==> src/rtl/audio_tone_gen_pkg.sv <==
// Shared types for the pixel-domain audio tone source.
// Sample width, FSM states and the stereo sample bundle.
package audio_tone_gen_pkg;

    localparam int AUDIO_SAMPLE_WIDTH = 16;

    typedef enum logic [1:0] {
        S_WAIT = 2'd0,
        S_STEP = 2'd1,
        S_EMIT = 2'd2
    } audio_tone_state_t;

    typedef struct packed {
        logic [AUDIO_SAMPLE_WIDTH-1:0] l;
        logic [AUDIO_SAMPLE_WIDTH-1:0] r;
    } stereo_sample_t;

endpackage

==> src/rtl/audio_sample_fifo.sv <==
// First-word-fall-through stereo sample FIFO with sticky overflow.
// Head holds the last popped sample while the FIFO is empty.
module audio_sample_fifo
    import audio_tone_gen_pkg::*;
#(
    parameter int  DEPTH = 4,
    parameter type T     = stereo_sample_t
) (
    input  logic                     clk_i,
    input  logic                     rst_i,
    input  logic                     push_i,
    input  T                         push_data_i,
    input  logic                     pop_i,
    output T                         head_o,
    output logic                     valid_o,
    output logic                     overflow_o,
    output logic [$clog2(DEPTH):0]   level_o
);

    localparam int AW = $clog2(DEPTH);
    localparam logic [AW:0] FULL = (AW+1)'(DEPTH);

    T               mem_q [DEPTH];
    T               last_q;
    logic [AW-1:0]  wr_q;
    logic [AW-1:0]  rd_q;
    logic [AW:0]    level_q;
    logic [AW:0]    level_d;
    logic           ovf_q;
    logic           pop;
    logic           push_ok;

    assign valid_o    = (level_q != '0);
    assign pop        = pop_i & valid_o;
    // A full FIFO still takes the push when the head leaves this cycle
    assign push_ok    = push_i & ((level_q != FULL) | pop);
    assign head_o     = valid_o ? mem_q[rd_q] : last_q;
    assign overflow_o = ovf_q;
    assign level_o    = level_q;

    always_comb begin
        level_d = level_q;
        if (push_ok & ~pop) begin
            level_d = level_q + (AW+1)'(1);
        end else if (pop & ~push_ok) begin
            level_d = level_q - (AW+1)'(1);
        end
    end

    always_ff @(posedge clk_i or posedge rst_i) begin
        if (rst_i) begin
            for (int i = 0; i < DEPTH; i++) begin
                mem_q[i] <= '0;
            end
            last_q  <= '0;
            wr_q    <= '0;
            rd_q    <= '0;
            level_q <= '0;
            ovf_q   <= 1'b0;
        end else begin
            if (push_ok) begin
                mem_q[wr_q] <= push_data_i;
                wr_q        <= wr_q + AW'(1);
            end
            if (pop) begin
                last_q <= mem_q[rd_q];
                rd_q   <= rd_q + AW'(1);
            end
            if (push_i & ~push_ok) begin
                ovf_q <= 1'b1;
            end
            level_q <= level_d;
        end
    end

endmodule

==> src/rtl/audio_tone_gen.sv <==
// Square-wave stereo tone source clocked by the pixel clock.
// Optional mute input when AUDIO_MUTE_EN is defined.
module audio_tone_gen
    import audio_tone_gen_pkg::*;
#(
    parameter int SAMPLE_WIDTH = AUDIO_SAMPLE_WIDTH,
    parameter int PHASE_WIDTH  = 24,
    parameter int FIFO_DEPTH   = 4
) (
    input  logic                         I_clk_pixel,
    input  logic                         I_reset,
    input  logic                         I_clk_audio,
    input  logic [PHASE_WIDTH-1:0]       I_phase_inc,
    input  logic [SAMPLE_WIDTH-2:0]      I_amplitude,
`ifdef AUDIO_MUTE_EN
    input  logic                         I_mute,
`endif
    output logic [SAMPLE_WIDTH-1:0]      O_sample_l,
    output logic [SAMPLE_WIDTH-1:0]      O_sample_r,
    output logic                         O_valid,
    input  logic                         I_ready,
    output logic                         O_overflow,
    output logic [$clog2(FIFO_DEPTH):0]  O_level
);

    // Reset high so a high audio clock at release is not seen as an edge
    logic s1_q, s2_q, s3_q;
    logic tick;

    audio_tone_state_t       state_q, state_d;
    logic [PHASE_WIDTH-1:0]  phase_q, phase_d;
    logic                    pending_q, pending_d;
    logic                    push;
    logic [SAMPLE_WIDTH-1:0] amp_ext;
    logic [SAMPLE_WIDTH-1:0] tone_l;
    logic [SAMPLE_WIDTH-1:0] tone_r;
    stereo_sample_t          push_data;
    stereo_sample_t          head;

    assign tick = s2_q & ~s3_q;

    always_comb begin
        state_d   = state_q;
        phase_d   = phase_q;
        pending_d = pending_q;
        push      = 1'b0;
        unique case (state_q)
            S_WAIT: begin
                if (tick | pending_q) begin
                    state_d   = S_STEP;
                    pending_d = 1'b0;
                end
            end
            S_STEP: begin
                phase_d   = phase_q + I_phase_inc;
                pending_d = pending_q | tick;
                state_d   = S_EMIT;
            end
            S_EMIT: begin
                push      = 1'b1;
                pending_d = pending_q | tick;
                state_d   = S_WAIT;
            end
            default: state_d = S_WAIT;
        endcase
    end

    always_comb begin
        amp_ext = {1'b0, I_amplitude};
        tone_l  = phase_q[PHASE_WIDTH-1] ? -amp_ext : amp_ext;
        tone_r  = -tone_l;
`ifdef AUDIO_MUTE_EN
        if (I_mute) begin
            tone_l = '0;
            tone_r = '0;
        end
`endif
        push_data = '{l: tone_l, r: tone_r};
    end

    always_ff @(posedge I_clk_pixel or posedge I_reset) begin
        if (I_reset) begin
            s1_q      <= 1'b1;
            s2_q      <= 1'b1;
            s3_q      <= 1'b1;
            state_q   <= S_WAIT;
            phase_q   <= '0;
            pending_q <= 1'b0;
        end else begin
            s1_q      <= I_clk_audio;
            s2_q      <= s1_q;
            s3_q      <= s2_q;
            state_q   <= state_d;
            phase_q   <= phase_d;
            pending_q <= pending_d;
        end
    end

    audio_sample_fifo #(
        .DEPTH (FIFO_DEPTH),
        .T     (stereo_sample_t)
    ) u_fifo (
        .clk_i       (I_clk_pixel),
        .rst_i       (I_reset),
        .push_i      (push),
        .push_data_i (push_data),
        .pop_i       (I_ready),
        .head_o      (head),
        .valid_o     (O_valid),
        .overflow_o  (O_overflow),
        .level_o     (O_level)
    );

    assign O_sample_l = head.l;
    assign O_sample_r = head.r;

endmodule

==> config.mk <==
export PLATFORM = sky130hd
export DESIGN_NAME = audio_tone_gen
export DESIGN_NICKNAME = d
export VERILOG_FILES = /design/src/rtl/audio_tone_gen_pkg.sv /design/src/rtl/audio_sample_fifo.sv /design/src/rtl/audio_tone_gen.sv
export SDC_FILE = /design/constraint.sdc
export NUM_CORES = 1
export LEC_CHECK = 0
export CAP_MARGIN = 20
export CORE_MARGIN = 4
export CORE_UTILIZATION = 53
export DETAILED_ROUTE_END_ITERATION = 8
export PLACE_DENSITY = 0.81
export SLEW_MARGIN = 20
export SYNTH_ARGS = -nofsm -noshare
export SYNTH_HDL_FRONTEND = slang
export SYNTH_SLANG_ARGS = --single-unit
==> constraint.sdc <==
create_clock -name I_clk_pixel -period 14.37 [get_ports I_clk_pixel]
set_clock_uncertainty 0.2 [all_clocks]
set_input_delay 2.874 -clock I_clk_pixel [delete_from_list [all_inputs] [get_ports I_clk_pixel]]
set_output_delay 2.874 -clock I_clk_pixel [all_outputs]
set_load 0.03 [all_outputs]
==> flow_summary.yaml <==
status:
  outcome: "completed"
grt:
  first_global_vias: 7746
  grt_start_max_net_pins: 117
  gr-usage-met1: 0.296
  grt.overflow.total: 0
  grt.busiest_layer: "met2"
  grt_util_met3: 0.0477
  met2_usage: 0.363
  grt_usage: 0.220
  grt_pass1_wl_um: 39200
  antenna_found_initial: 0
route:
  final_antenna_net_count: 0
  drc: 0
  drt-vias-per-instance: 5.97
  avgRoutedWirePerCell_um: 18.0
  drtIter0Drc: 712
  wl_um: 23600
  num_vias: 7833
  firstDrtPassIters: 5
floorplan:
  io_pins: 80
  rows: 51
  start_util: 0.541
  die_h_um: 149
  die_w_um: 149
  fp.dieArea_um2: 22200
  core_area_um2: 19500
power_and_ir_drop:
  power_density_nw_per_um2: 259
  ir_drop_mv: 0.0995
  leakagePower_nw: 5.12
yosys:
  synth-seq-area-share: 0.459
  synth_edf_count: 0
  synthArstFlopShare: 1.00
  synthDistinctLibCells: 74
  ys_seq_elements: 193
  synth_most_common_cell: "dfrtp_1"
  ys.flop_type: "dfrtp_1"
  synth_common_cells: "dfrtp_1 (190), nand2_1 (102), a21oi_1 (86), nor2_1 (86), mux2_2 (82)"
  synth_top_area_frac: 0.452
  synth_area_leaders: "dfrtp_1 (45%), mux2_2 (8.8%), mux4_2 (6.6%), a21oi_1 (4.1%), ha_1 (4.0%)"
  yosysWarnings: 0
  syn-instance-count: 994
  synth.largest_area_cell: "dfrtp_1"
  syn-cell-area_um2: 10500
  syn_avg_cell_area_um2: 10.6
  synth_fp_nets: 1073
sta:
  finalSetupViolations: 0
  finalCritPeriodShare: 0.434
  hold_violations: 0
  setup_tns_ps: 0
  fmax_ghz: 0.160
  min_period_ps: 6240
  finalMaxSlewViolations: 0
  worstMarginPinSlew_ps: 1060
  rsz0062_at_grt: "false"
  relSlewSlack: 0.292
  hold_ws_ps: 156
cts:
  post_cts_buffers: 0
  cts.sinks: 193
  cts-root-buf: "clkbuf_16"
  htree_levels: 4
  insertion_delay_ps: 430
  cts_tree: "done"
  clk_pin_slew_worst_paths_ps: 70
  cts_buffers: 17
  cts_resized: 0
  cts_hold_buf: 0
  clock_path_buffers: 2
placed_design:
  dp_hpwl_um: 16000
  gp_congestion: 0.854
  portBuffers: 79
layout:
  drive_gt1_frac: 0.171
  final_nets: 1113
  num-fill-cells: 1525
  area_growth_syn_to_layout_pct: 14.6
  diodes: 0
critical_path:
  start_kind: "input pin"
  worstReg2RegStart: "phase_q[23]"
  rr_endpoint: "u_fifo.mem_q[47]"
  startpoint: "I_amplitude[0]"
  cp.arrival_ps: 6310
  path_class: "input pin to register"
  cp-endpoint: "u_fifo.mem_q[47]"
  worstRegToRegCells: 6
  critPathRequiredTime_ps: 14450
  r2r_setup_slack_ps: 10790
  critical_path.max_fanout: 11
  end_kind: "register"
hold_path:
  hold_path_class: "register to register"
run:
  max_cap_violations: 0
per-stage QoR:
step | total power, mW | utilization | instances | instance area, um2 | setup WS [ps]
detailed placement | 2.65 | 0.589 | 1280 | 11500 | 7420
finish | 3.13 | 0.620 | 1312 | 12100 | 8130
CTS | 3.14 | 0.619 | 1312 | 12100 | 7860
global placement | 2.60 | 0.589 | 1280 | 11500 | 7510
floorplan | 2.17 | - | 994 | 10500 | 6050
global route | 3.34 | 0.620 | 1312 | 12100 | 7820
cell families (layout without fill, tap and decap cells):
kind of cell             after synthesis  after routing  synth area share
XOR/XNOR                              44             44            0.0373
flip-flops                           193            193             0.459
AND/OR/NAND/NOR                      276            276             0.123
AO/OA/AOI/OAI                        239            239             0.146
buffers and inverters                 90            143            0.0331
multiplexers                         116            116             0.157
adder cells (fa/ha/maj)               36             36            0.0442
worst max-delay path: stages:
cell and delay (ps):
clkdlybuf4s50_1 470, inv_1 200, ha_1 290, or4b_1 660, o41ai_4 410, xnor2_1 240
nor4_4 700, and3_1 390, o31ai_2 80
final cells by class:
cell class                 instances  area, um2  share of cell area
tap                              265        332              0.0275
multi-input combinational        711       5360               0.444
clock inverter                    12        121              0.0101
timing repair buffer              90        873              0.0724
clock buffer                      20        457              0.0379
inverter                          21       86.3             0.00716
sequential                       193       4830               0.401
worst min-delay path by stage:
stage	startpoint	endpoint	slack, ps	cells after the start
final	s1_q	s2_q	160	0
after global routing	s1_q	s2_q	160	0
after CTS	s1_q	s2_q	160	0
after detailed placement	s1_q	s2_q	150	0
after global placement	s1_q	s2_q	150	0
after floorplan	s1_q	s2_q	150	0
power by group:
group / switching, mW / internal, mW / leakage [nW]
registers: 0.147 / 0.807 / 2.32
clock network: 0.214 / 0.252 / 0.276
logic: 0.926 / 0.780 / 2.52
total: 1.29 / 1.84 / 5.12
registers in the layout, indices dropped and copies added (netlist names), 2 cells and up:
signal / cells
u_fifo.rd_q: 2
u_fifo.wr_q: 2
state_q: 2
u_fifo.last_q: 31
u_fifo.mem_q: 124
u_fifo.level_o: 3
phase_q: 24
layout by cell type (no fill, tap or decap), types with 8 or more instances in the layout:
master,instances
a211o_1,10
xor2_1,16
dfrtp_1,189
o21ai_0,55
mux2_2,82
nand2_1,102
inv_1,20
mux4_2,31
a31oi_1,9
nor2_1,86
nand3_1,12
a21o_1,16
nor3_1,8
buf_4,11
xnor2_1,27
nand4_1,16
ha_1,34
clkbuf_16,17
clkdlybuf4s50_1,79
a21oi_1,86
per-layer routing:
metal  vias to the layer above  part of all wire
li1                       3660                 -
met1                      3852              0.42
met2                       277              0.49
met3                        44             0.066
met4                         0             0.021
met5                         -                 0
Note: power is estimated with default switching activity, not from simulation.
